`config.mk`:
```
export PLATFORM = sky130hd
export DESIGN_NAME = spi_mosi_rx_flat
export DESIGN_NICKNAME = d
export VERILOG_FILES = /design/src/rtl/spi_mosi_rx_if.sv /design/src/rtl/spi_mosi_rx.sv /design/src/flat_wrapper.sv
export SDC_FILE = /design/constraint.sdc
export NUM_CORES = 1
export LEC_CHECK = 0
export CAP_MARGIN = 20
export CELL_PAD_IN_SITES_DETAIL_PLACEMENT = 0
export CELL_PAD_IN_SITES_GLOBAL_PLACEMENT = 1
export CORE_ASPECT_RATIO = 1.75
export CORE_UTILIZATION = 40
export DETAILED_ROUTE_END_ITERATION = 7
export PLACE_DENSITY = 0.73
export SYNTH_ARGS = -nofsm -noshare
export SYNTH_HDL_FRONTEND = slang
export SYNTH_SLANG_ARGS = --single-unit
```
`constraint.sdc`:
```
create_clock -name spi_clk -period 2.83 [get_ports spi_clk]
set_input_delay 0.283 -clock spi_clk [delete_from_list [all_inputs] [get_ports spi_clk]]
set_output_delay 0.283 -clock spi_clk [all_outputs]
set_load 0.02 [all_outputs]
```
`src/rtl/spi_mosi_rx_if.sv`:
```
// Receive-side bus for spi_mosi_rx: serial input, FIFO drain strobe and
// status outputs. The master drives the serial line and the read/clear
// strobes. The slave is the receiver.
interface spi_mosi_rx_if #(
  parameter int DATA_WIDTH = 8,
  parameter int ADDR_WIDTH = 2
);
  logic                  spi_cs;
  logic                  spi_mosi_serial;
  logic                  rd_en;
  logic                  ovr_clr;
  logic [DATA_WIDTH-1:0] rx_data;
  logic                  rx_valid;
  logic                  fifo_full;
  logic [ADDR_WIDTH:0]   fifo_count;
  logic                  overrun;
  logic                  frame_err;

  modport master (
    output spi_cs, spi_mosi_serial, rd_en, ovr_clr,
    input  rx_data, rx_valid, fifo_full, fifo_count, overrun, frame_err
  );

  modport slave (
    input  spi_cs, spi_mosi_serial, rd_en, ovr_clr,
    output rx_data, rx_valid, fifo_full, fifo_count, overrun, frame_err
  );
endinterface

```
`src/rtl/spi_mosi_rx.sv`:
```
// SPI MOSI receiver. Shifts serial bits MSB-first into bytes while spi_cs is
// low. Completed bytes go into a small first-word-fall-through FIFO.
// Overruns are flagged with a sticky bit. A frame that ends mid-byte is
// flagged with a one-cycle frame_err pulse.
module spi_mosi_rx #(
  parameter int DATA_WIDTH = 8,
  parameter int FIFO_DEPTH = 4,
  parameter int ADDR_WIDTH = 2
) (
  input  logic         spi_clk,
  input  logic         n_reset,
  spi_mosi_rx_if.slave bus
);

  // bit_cnt spans 0..DATA_WIDTH-1. It wraps to 0 on the completing bit.
  localparam int CNT_W = (DATA_WIDTH > 2) ? $clog2(DATA_WIDTH) : 1;
  localparam logic [CNT_W-1:0]    LAST_BIT = CNT_W'(DATA_WIDTH - 1);
  localparam logic [ADDR_WIDTH:0] DEPTH_C  = (ADDR_WIDTH + 1)'(FIFO_DEPTH);

  typedef enum logic {IDLE, SHIFT} state_e;

  state_e                               state_q, state_d;
  logic [CNT_W-1:0]                     bit_cnt_q, bit_cnt_d;
  logic [DATA_WIDTH-1:0]                shift_q, shift_d;
  logic                                 frame_err_q, frame_err_d;
  logic [FIFO_DEPTH-1:0][DATA_WIDTH-1:0] mem_q, mem_d;
  logic [ADDR_WIDTH-1:0]                wr_ptr_q, wr_ptr_d;
  logic [ADDR_WIDTH-1:0]                rd_ptr_q, rd_ptr_d;
  logic [ADDR_WIDTH:0]                  count_q, count_d;
  logic                                 overrun_q, overrun_d;

  logic                  byte_done;
  logic [DATA_WIDTH-1:0] byte_val;
  logic                  full, pop, push;

  // Receiver FSM: shift in bits, detect byte completion and partial frames.
  always_comb begin
    state_d     = state_q;
    bit_cnt_d   = bit_cnt_q;
    shift_d     = shift_q;
    frame_err_d = 1'b0;
    byte_done   = 1'b0;
    byte_val    = {shift_q[DATA_WIDTH-2:0], bus.spi_mosi_serial};
    if (bus.spi_cs) begin
      // Frame closed. Any partial byte is discarded.
      if (state_q == SHIFT && bit_cnt_q != '0) frame_err_d = 1'b1;
      bit_cnt_d = '0;
      shift_d   = '0;
      state_d   = IDLE;
    end else begin
      // IDLE has bit_cnt=0, so its first sample is the MSB, same as SHIFT.
      shift_d = byte_val;
      state_d = SHIFT;
      if (bit_cnt_q == LAST_BIT) begin
        byte_done = 1'b1;
        bit_cnt_d = '0;
      end else begin
        bit_cnt_d = bit_cnt_q + 1'b1;
      end
    end
  end

  // FIFO bookkeeping. A pop frees a slot on the same edge, so a push to a
  // full FIFO with a concurrent pop is not an overrun.
  always_comb begin
    full      = (count_q == DEPTH_C);
    pop       = bus.rd_en && (count_q != '0);
    push      = byte_done && (!full || pop);
    mem_d     = mem_q;
    wr_ptr_d  = wr_ptr_q;
    rd_ptr_d  = rd_ptr_q;
    count_d   = count_q;
    overrun_d = overrun_q;
    if (push) begin
      mem_d[wr_ptr_q] = byte_val;
      wr_ptr_d        = wr_ptr_q + 1'b1;
    end
    if (pop) rd_ptr_d = rd_ptr_q + 1'b1;
    case ({push, pop})
      2'b10:   count_d = count_q + 1'b1;
      2'b01:   count_d = count_q - 1'b1;
      default: count_d = count_q;
    endcase
    // The set is evaluated after the clear, so a new overrun wins over ovr_clr.
    if (bus.ovr_clr) overrun_d = 1'b0;
    if (byte_done && full && !pop) overrun_d = 1'b1;
  end

  // All state registers, cleared asynchronously (FIFO contents included).
  always_ff @(posedge spi_clk or negedge n_reset) begin
    if (!n_reset) begin
      state_q     <= IDLE;
      bit_cnt_q   <= '0;
      shift_q     <= '0;
      frame_err_q <= 1'b0;
      mem_q       <= '0;
      wr_ptr_q    <= '0;
      rd_ptr_q    <= '0;
      count_q     <= '0;
      overrun_q   <= 1'b0;
    end else begin
      state_q     <= state_d;
      bit_cnt_q   <= bit_cnt_d;
      shift_q     <= shift_d;
      frame_err_q <= frame_err_d;
      mem_q       <= mem_d;
      wr_ptr_q    <= wr_ptr_d;
      rd_ptr_q    <= rd_ptr_d;
      count_q     <= count_d;
      overrun_q   <= overrun_d;
    end
  end

  // Outputs come straight from registers. rx_data is stale when empty.
  assign bus.rx_data    = mem_q[rd_ptr_q];
  assign bus.rx_valid   = (count_q != '0);
  assign bus.fifo_full  = (count_q == DEPTH_C);
  assign bus.fifo_count = count_q;
  assign bus.overrun    = overrun_q;
  assign bus.frame_err  = frame_err_q;

endmodule

```
`src/flat_wrapper.sv`:
```
// flat-port wrapper written by rule: the top's interface ports become plain ports
module spi_mosi_rx_flat 
#(
  parameter int DATA_WIDTH = 8,
  parameter int FIFO_DEPTH = 4,
  parameter int ADDR_WIDTH = 2
)
  (spi_clk, n_reset, bus_spi_cs, bus_spi_mosi_serial, bus_rd_en, bus_ovr_clr, bus_rx_data, bus_rx_valid, bus_fifo_full, bus_fifo_count, bus_overrun, bus_frame_err);
  spi_mosi_rx_if #(.DATA_WIDTH(DATA_WIDTH), .ADDR_WIDTH(ADDR_WIDTH)) bus_i ();
  input  logic spi_clk;
  input  logic n_reset;
  input wire logic [$bits(bus_i.spi_cs)-1:0] bus_spi_cs;
  input wire logic [$bits(bus_i.spi_mosi_serial)-1:0] bus_spi_mosi_serial;
  input wire logic [$bits(bus_i.rd_en)-1:0] bus_rd_en;
  input wire logic [$bits(bus_i.ovr_clr)-1:0] bus_ovr_clr;
  output wire logic [$bits(bus_i.rx_data)-1:0] bus_rx_data;
  output wire logic [$bits(bus_i.rx_valid)-1:0] bus_rx_valid;
  output wire logic [$bits(bus_i.fifo_full)-1:0] bus_fifo_full;
  output wire logic [$bits(bus_i.fifo_count)-1:0] bus_fifo_count;
  output wire logic [$bits(bus_i.overrun)-1:0] bus_overrun;
  output wire logic [$bits(bus_i.frame_err)-1:0] bus_frame_err;
  assign bus_i.spi_cs = bus_spi_cs;
  assign bus_i.spi_mosi_serial = bus_spi_mosi_serial;
  assign bus_i.rd_en = bus_rd_en;
  assign bus_i.ovr_clr = bus_ovr_clr;
  assign bus_rx_data = bus_i.rx_data;
  assign bus_rx_valid = bus_i.rx_valid;
  assign bus_fifo_full = bus_i.fifo_full;
  assign bus_fifo_count = bus_i.fifo_count;
  assign bus_overrun = bus_i.overrun;
  assign bus_frame_err = bus_i.frame_err;
  spi_mosi_rx #(.DATA_WIDTH(DATA_WIDTH), .FIFO_DEPTH(FIFO_DEPTH), .ADDR_WIDTH(ADDR_WIDTH)) u_core (.spi_clk(spi_clk), .n_reset(n_reset), .bus(bus_i));
endmodule
```
==> impl_metrics.toml, run 1 <==
[run_status]
outcome = "finished clean"

[final_layout]
n_antenna_cell = 0
multi_input_area_sq_um = 942
drive_above_1_share_pct = 34.1
fillers = 537
fin_nets = 197
syn2layout_area_growth_pct = 18.2
layout.area.seq_sq_um = 1300

[sta]
slew_headroom_pct = 61.5
setup_tns_ns = 0
skew_ns = 0.00764
fmax_ghz = 0.413
post-route-period-util_pct = 85.7
slew_viol_final = 0
rsz0062_at_grt = "false"
setup_viol = 0
finalCriticalPeriod_ns = 2.42
tightest_slew_ns = 0.576
hold_viol = 0

[synth]
ys_ff_latch = 52
yosys.cell_count.top_type = "dfrtp_1"
syn-cell-area_sq_um = 2310
synthArstFlopShare_pct = 100
yosys.area.top_type = "dfrtp_1"
seq_area_frac_synth_pct = 56.4
syn-mean-instance-area_sq_um = 15.3
syn_nets = 166
synth_edf_count = 0
netlist_top_cells_count = "dfrtp_1 (52), mux2_2 (33), inv_1 (11)"
synth_top_area_share_pct = 56.4
netlist_instances = 151
yosys_warnings = 0
synthTopCellsByArea = "dfrtp_1 (56%), mux2_2 (16%), mux4_2 (7.8%)"
ys.flop_type = "dfrtp_1"
yosysUniqueCellTypes = 24

[die]
die_area_sq_um = 6090
fp.dieH_um = 102
die_w_um = 59.4
num_rows = 36
pin_count = 21
start_util_pct = 41.3
core_sq_um = 5590

[place]
port_buffers = 20
routabilityCongestion = 0.758
dp_hpwl_mm = 2.85

[route]
viasPerCell = 4.85
wl_per_cell_um = 15.4
vias = 1252
ant_nets = 0
drt-initial-drc-count = 11
finalWirelength_mm = 3.97
post-route-drc-count = 0
first_pass_iters = 4

[power_and_ir_drop]
irDropWorstVdd_v = 0.000439
p_int_w = 0.00119
power_frac_clock_pct = 22.9
p_seq_share_pct = 52.3
combinationalPowerShare_pct = 24.8
total_power_w = 0.00170
swShare_pct = 30.4
p_leak_nw = 1.29
p_switching_w = 0.000518
p_per_area_nw_per_um2 = 625

[flow_run]
maxCapViolations = 0

[cts]
postCtsResizedCells = 0
cts_max_level = 2
ctsLongestPathBuffers = 2
clk_latency_ns = 0.30
clockRootBuffer = "clkbuf_8"
cts_tree = "built"
clkSlewWorstSetupHoldPaths_ns = 0.09
cts_buffers = 5
clkSinkCount = 52

[global_routing]
grt_remaining_overflow = 0
grt_max_degree = 53
grt_use_total_pct = 15.0
grt_pass1_vias = 1345
grt_pass1_wl_mm = 6.56
antenna_found_initial = 0

[setup_path]
end_kind = "output port"
crit_arrival_ns = 2.14
worst_setup_path_start_kind = "flip-flop"
crit_fanout = 6
rrSetupSlack_ns = 0.42
critical_path_class = "reg -> out"
r2r_start = "u_core.bus.fifo_count[1]$_DFFE_PN0P_"
worstRegToRegCells = 9
r2r_end = "u_core.bus.fifo_count[2]$_DFFE_PN0P_"
cp-startpoint = "u_core.rd_ptr_q[0]$_DFFE_PN0P_"
crit_required_ns = 2.55

[worst_hold_path]
hold_path.class = "in -> async"
per-layer routing:
metal | routed length, um | track usage (%)
met1 | 1620 | 17.7
met2 | 2160 | 26.3
met3 | 119 | 3.01
met4 | 73 | 6.04
met5 | 0 | 0
cell families after synthesis:
family | Yosys count | synth area share (%)
buffers and inverters | 15 | 2.82
muxes | 41 | 23.9
AOI/OAI and AO/OA | 4 | 1.25
adders and majority gates | 9 | 5.20
and+or+nand+nor | 24 | 8.18
xor gates and xnor gates | 6 | 2.28
DFF | 52 | 56.4
worst max-delay path, stage by stage (launching register included):
cell             delay [ns]
dfrtp_1                0.53
buf_4                  0.24
mux4_2                 0.51
clkdlybuf4s50_1        0.56
cell usage in the layout (no fill, tap or decap):
cell type / netlist / final
a21oi_1: 1 / 1
a22o_1: 1 / 1
and3_1: 1 / 1
buf_12: 0 / 1
buf_2: 1 / 1
buf_4: 0 / 6
clkbuf_1: 2 / 1
clkbuf_8: 0 / 5
clkdlybuf4s50_1: 0 / 19
clkinv_2: 0 / 1
dfrtp_1: 52 / 52
dlygate4sd3_1: 0 / 1
fa_1: 1 / 1
ha_1: 8 / 8
inv_1: 11 / 11
mux2_2: 33 / 33
mux4_2: 8 / 8
nand2_1: 3 / 3
nand2b_1: 1 / 1
nor2_1: 4 / 4
nor2b_1: 9 / 9
nor3b_2: 2 / 2
nor3b_4: 2 / 2
nor4b_4: 1 / 1
o21ai_0: 1 / 1
o31a_2: 1 / 1
or3_2: 1 / 1
xnor2_1: 3 / 3
xor2_1: 3 / 3
final cells by class:
cell class | instances | share of cell area, %
sequential | 52 | 47.7
multi-input combinational | 84 | 34.5
timing repair buffer | 28 | 9.91
tap | 76 | 3.49
clock buffer | 6 | 2.66
inverter | 11 | 1.51
clock inverter | 1 | 0.183
stage by stage:
stage	worst slack (ns)	hold slack (ns)	cells	area, sq um	utilization (%)
floorplan	0.535	-0.0126	151	2310	-
global placement	0.277	0.438	249	2620	46.9
detailed placement	0.125	0.461	249	2620	46.9
CTS	0.352	0.244	256	2700	48.3
global route	0.276	0.458	258	2730	48.8
finish	0.406	0.426	258	2730	48.8
power by group through the flow:
stage / Combinational (W) / Clock, W / Sequential, W
final: 0.000423 / 0.000389 / 0.000891
after detailed placement: 0.000426 / 0 / 0.000908
after global placement: 0.000411 / 0 / 0.000904
after floorplan: 0.000271 / 0 / 0.000884
after global routing: 0.000458 / 0.000435 / 0.000905
after CTS: 0.000428 / 0.000409 / 0.000895
sequential cells by signal (all words and copies together) (netlist names):
signal and cells:
u_core.rd_ptr_q 2, u_core.state_q 1, u_core.shift_q 7, u_core.mem_q 32, u_core.wr_ptr_q 2, u_core.bus.frame_err 1
u_core.bus.overrun 1, u_core.bus.fifo_count 3, u_core.bit_cnt_q 3
worst max-delay path by stage:
stage                                                end  slack, ns  cells after the start
global placement    u_core.bus.fifo_count[2]$_DFFE_PN0P_       0.28                     10
detailed placement  u_core.bus.fifo_count[2]$_DFFE_PN0P_       0.12                     10
finish                                    bus_rx_data[6]       0.41                      3
CTS                                       bus_rx_data[6]       0.35                      3
global route        u_core.bus.fifo_count[2]$_DFFE_PN0P_       0.28                      9
floorplan           u_core.bus.fifo_count[2]$_DFFE_PN0P_       0.54                      9
timing repair:
action | CTS | global route
setup buffers | 0 | 0
hold buffers | 0 | 1
hold endpoints to repair | 0 | 14
No activity file was read; power rests on OpenSTA's default activity.
==> run 2: changes to the inputs <==
--- a/config.mk
+++ b/config.mk
@@ -6,12 +6,12 @@
 export NUM_CORES = 1
 export LEC_CHECK = 0
 export CAP_MARGIN = 20
-export CELL_PAD_IN_SITES_DETAIL_PLACEMENT = 0
-export CELL_PAD_IN_SITES_GLOBAL_PLACEMENT = 1
+export CELL_PAD_IN_SITES_DETAIL_PLACEMENT = 2
+export CELL_PAD_IN_SITES_GLOBAL_PLACEMENT = 2
 export CORE_ASPECT_RATIO = 1.75
 export CORE_UTILIZATION = 40
 export DETAILED_ROUTE_END_ITERATION = 7
-export PLACE_DENSITY = 0.73
+export PLACE_DENSITY = 0.82
 export SYNTH_ARGS = -nofsm -noshare
 export SYNTH_HDL_FRONTEND = slang
 export SYNTH_SLANG_ARGS = --single-unit
==> impl_metrics.toml, run 2 (synthesized netlist as in run 1, its figures left out) <==
[run_status]
outcome = "finished clean"

[sta]
tightest_slew_ns = 0.614
hold_viol = 0
finalCriticalPeriod_ns = 2.48
setup_tns_ns = 0
fmax_ghz = 0.403
skew_ns = 0.00211
post-route-period-util_pct = 87.6
setup_viol = 0
slew_headroom_pct = 59.1
slew_viol_final = 0
rsz0062_at_grt = "false"

[route]
viasPerCell = 4.97
finalWirelength_mm = 5.05
ant_nets = 0
drt-initial-drc-count = 30
wl_per_cell_um = 19.6
vias = 1283
post-route-drc-count = 0
first_pass_iters = 4

[final_layout]
fin_area_sq_um = 2740
syn2layout_area_growth_pct = 18.5
final_core_util_pct = 49.0
largest_reg_flops = 32
largest_registers = "u_core.mem_q x32, u_core.shift_q x7"
fin_nets = 196
mostFrequentLayoutCells = "dfrtp_1 (52), mux2_2 (33), clkdlybuf4s50_1 (19)"
top_register = "u_core.mem_q"
drive_above_1_share_pct = 34.1
n_antenna_cell = 0
final_common_cell = "dfrtp_1"
layoutNonFillerInstCount = 258

[power_and_ir_drop]
p_per_area_nw_per_um2 = 642
total_power_w = 0.00176
irDropWorstVdd_v = 0.000444
p_leak_nw = 1.28

[cts]
clkSinkCount = 52
postCtsHoldBufs = 0
cts_tree = "built"
clkSlewWorstSetupHoldPaths_ns = 0.09
postCtsResizedCells = 0
clockRootBuffer = "clkbuf_8"
postCtsSetupBuffers = 0
cts_max_level = 2
cts_buffers = 5
clk_latency_ns = 0.29
ctsLongestPathBuffers = 2

[global_routing]
grt_pass1_wl_mm = 8.23
grt_use_total_pct = 19.3
antenna_found_initial = 0
grt_remaining_overflow = 0
grt_max_degree = 53
grt_pass1_vias = 1530

[setup_path]
worst_setup_path_start_kind = "flip-flop"
crit_fanout = 6
end_kind = "flip-flop"
critical_path_class = "reg -> reg"
crit_arrival_ns = 2.70
crit_required_ns = 3.05

[die]
die_area_sq_um = 6090
num_rows = 36
die_w_um = 59.4
fp.dieH_um = 102
start_util_pct = 41.3
core_sq_um = 5590
pin_count = 21

[place]
dp_hpwl_mm = 3.57
place_inst = 248
port_buffers = 20
routabilityCongestion = 0.755
place_area_sq_um = 2610

[worst_hold_path]
hold_path.class = "in -> async"

[flow_run]
maxCapViolations = 0
-- run 2: cell types whose count changed in the layout (fill, tap and decap cells not counted), sizes merged --
cell	previous run	this run
buf	8	7
clkbuf	6	7
clkinv	1	0
clkinvlp	0	1
-- run 2: critical path, stage by stage, from the launching register on --
cell,delay (ns)
dfrtp_1,0.48
nor4b_4,0.57
nor2_1,0.17
inv_1,0.09
ha_1,0.20
inv_1,0.07
fa_1,0.40
xor2_1,0.16
nor2_1,0.11
xor2_1,0.15
-- run 2: final timing paths --
| check | from | end | cells past startpoint | slack (ns) |
|---|---|---|---|---|
| hold / removal | n_reset | u_core.bit_cnt_q[0]$_DFF_PN0_ | 2 | 0.39 |
| max in group asynchronous | n_reset | u_core.mem_q[9]$_DFFE_PN0P_ | 3 | 1.93 |
| setup / recovery | u_core.bus.fifo_count[1]$_DFFE_PN0P_ | u_core.bus.fifo_count[2]$_DFFE_PN0P_ | 9 | 0.35 |
| setup reg to reg | u_core.bus.fifo_count[1]$_DFFE_PN0P_ | u_core.bus.fifo_count[2]$_DFFE_PN0P_ | 9 | 0.35 |
| hold reg to reg | u_core.bit_cnt_q[0]$_DFF_PN0_ | u_core.bit_cnt_q[0]$_DFF_PN0_ | 1 | 0.46 |
| min in group spi_clk | u_core.bit_cnt_q[0]$_DFF_PN0_ | u_core.bit_cnt_q[0]$_DFF_PN0_ | 1 | 0.46 |
-- run 2: final cells by class --
| type | instances | area (sq um) |
|---|---|---|
| fillers | 561 | 2850 |
| flip-flops and latches | 52 | 1300 |
| multi-input cells | 84 | 942 |
| repair buffers | 27 | 263 |
| well taps | 76 | 95.1 |
| clock buffers | 7 | 86.3 |
| inverters | 11 | 41.3 |
| clock inverters | 1 | 7.51 |
-- run 2: power by group --
part           internal [W]  switching (W)
Sequential         0.000795       0.000119
Clock              0.000199       0.000226
Combinational      0.000219       0.000199
Total               0.00121       0.000544
-- run 2: per-layer routing --
| layer | wire (um) | vias up | GRT usage (%) |
|---|---|---|---|
| li1 | - | 578 | - |
| met1 | 1890 | 679 | 21.0 |
| met3 | 97 | 4 | 2.89 |
| met4 | 50 | 0 | 5.49 |
| met5 | 0 | - | 0 |
| met2 | 3010 | 22 | 37.3 |
-- run 2: through the flow --
stage               hold slack [ns]  worst slack (ns)
floorplan                   -0.0126             0.535
global placement              0.437             0.258
detailed placement            0.465            0.0899
CTS                           0.239             0.308
global route                  0.410             0.183
finish                        0.394             0.350
==> run 3: changes to the inputs <==
--- a/config.mk
+++ b/config.mk
@@ -9,7 +9,9 @@
 export CELL_PAD_IN_SITES_DETAIL_PLACEMENT = 2
 export CELL_PAD_IN_SITES_GLOBAL_PLACEMENT = 2
 export CORE_ASPECT_RATIO = 1.75
+export CORE_MARGIN = 8
 export CORE_UTILIZATION = 40
+export CTS_CLUSTER_SIZE = 10
 export DETAILED_ROUTE_END_ITERATION = 7
 export PLACE_DENSITY = 0.82
 export SYNTH_ARGS = -nofsm -noshare
==> impl_metrics.toml, run 3 (synthesized netlist as in run 1, its figures left out) <==
[die]
num_rows = 36
die_w_um = 73.4
pin_count = 21
die_area_sq_um = 8550
core_sq_um = 5590
fp.dieH_um = 116
start_util_pct = 41.3

[final_layout]
largest_reg_flops = 32
top_register = "u_core.mem_q"
largest_registers = "u_core.mem_q x32, u_core.shift_q x7"
syn2layout_area_growth_pct = 18.0
fin_area_sq_um = 2720
mostFrequentLayoutCells = "dfrtp_1 (52), mux2_2 (33), clkdlybuf4s50_1 (19)"
drive_above_1_share_pct = 35.0
n_antenna_cell = 0
final_common_cell = "dfrtp_1"
fillers = 554
fin_nets = 197

[cts]
cts_tree = "built"
cts_buffers = 5
clkSlewWorstSetupHoldPaths_ns = 0.10
ctsLongestPathBuffers = 2
clk_latency_ns = 0.31
cts_max_level = 2
clockRootBuffer = "clkbuf_8"
postCtsHoldBufs = 0
clkSinkCount = 52
postCtsSetupBuffers = 0
postCtsResizedCells = 0

[power_and_ir_drop]
p_leak_nw = 1.28
total_power_w = 0.00177
irDropWorstVdd_v = 0.000374
p_per_area_nw_per_um2 = 648

[run_status]
violations = "hold timing"
outcome = "finished with violations"

[place]
place_area_sq_um = 2640
port_buffers = 20
routabilityCongestion = 0.734
dp_hpwl_mm = 3.97

[setup_path]
rrSetupSlack_ns = 0.39
worst_setup_path_start_kind = "flip-flop"
crit_arrival_ns = 2.68
cp-startpoint = "u_core.bus.fifo_count[0]$_DFFE_PN0P_"
worstRegToRegCells = 9
end_kind = "flip-flop"
r2r_start = "u_core.bus.fifo_count[0]$_DFFE_PN0P_"
crit_fanout = 6
crit_required_ns = 3.07
crit_chain = "nor4b_4 > nor2_1 > inv_1 > ha_1 > inv_1 > fa_1 > xor2_1 > nor2_1 > xor2_1"
r2r_end = "u_core.bus.fifo_count[2]$_DFFE_PN0P_"
cpMaxStageDelayCell = "nor4b_4"
critical_path_class = "reg -> reg"
slowest_delay_ns = 0.55

[global_routing]
grt_use_total_pct = 14.2
busiest_layer = "met2"
use_met1_pct = 14.3
antenna_found_initial = 0
grt_max_degree = 29
grt_util_met2_pct = 26.7
grt_remaining_overflow = 0
grt_pass1_vias = 1625
grt_pass1_wl_mm = 8.85
grt_util_met3_pct = 3.27

[worst_hold_path]
hold_path.class = "in -> async"

[sta]
post-route-period-util_pct = 86.3
rsz0062_at_grt = "false"
tightest_slew_ns = 0.650
whs_ns = -0.0102
hold_viol = 21
setup_tns_ns = 0
finalCriticalPeriod_ns = 2.44
skew_ns = 0.0145
setup_viol = 0
slew_headroom_pct = 56.6
slew_viol_final = 0
fmax_ghz = 0.410

[route]
ant_nets = 0
wl_per_cell_um = 20.3
drt-initial-drc-count = 36
post-route-drc-count = 0
viasPerCell = 5.11
finalWirelength_mm = 5.26
vias = 1324
first_pass_iters = 2

[flow_run]
maxCapViolations = 0
run 3: cell types whose count changed in the layout (fill, tap and decap cells not counted):
cell           before  now
buf_12              1    0
buf_4               5    8
clkbuf_8            6    5
clkinv_4            0    1
dlygate4sd3_1       1    0
run 3: worst max path at each step:
| stage | endpoint | slack [ns] | cells past startpoint |
|---|---|---|---|
| detailed placement | u_core.bus.fifo_count[2]$_DFFE_PN0P_ | 0.07 | 10 |
| finish | u_core.bus.fifo_count[2]$_DFFE_PN0P_ | 0.39 | 9 |
| floorplan | u_core.bus.fifo_count[2]$_DFFE_PN0P_ | 0.54 | 9 |
| CTS | u_core.bus.fifo_count[2]$_DFFE_PN0P_ | 0.32 | 9 |
| global placement | u_core.bus.fifo_count[2]$_DFFE_PN0P_ | 0.27 | 10 |
| global route | u_core.bus.fifo_count[2]$_DFFE_PN0P_ | 0.22 | 9 |
run 3: power by group:
group / internal, W / switching (W)
clock: 0.000176 / 0.000251
sequential: 0.000796 / 0.0000844
combinational: 0.000229 / 0.000229
run 3: metal layers:
metal	part of all wire, %	vias to the layer above
met5	0	-
met4	1.7	0
met3	2.9	7
met2	59	23
met1	36	717
li1	-	577
run 3: cell type report:
cell class | count | area, sq um | share of cell area [%]
flip-flops and latches | 52 | 1300 | 47.8
multi-input cells | 84 | 942 | 34.6
repair buffers | 28 | 255 | 9.37
well taps | 76 | 95.1 | 3.49
clock buffers | 6 | 72.6 | 2.66
inverters | 11 | 41.3 | 1.52
clock inverters | 2 | 16.3 | 0.597
run 3: worst max-delay path, delay by kind of cell (launching register included):
family        cells  cell delay (ns)
fa+ha+maj         2             0.56
xor+xnor          2             0.33
flops             1             0.48
buf+inv           2             0.16
simple gates      3             0.84
run 3: through the flow:
stage               hold slack, ns  setup WS, ns  cells  util, %
detailed placement           0.358        0.0653    251     47.2
finish                     -0.0102         0.388    259     48.8
global route                0.0314         0.222    259     48.8
CTS                         0.0102         0.319    259     48.8
floorplan                  -0.0126         0.535    151        -
global placement             0.347         0.270    251     47.2
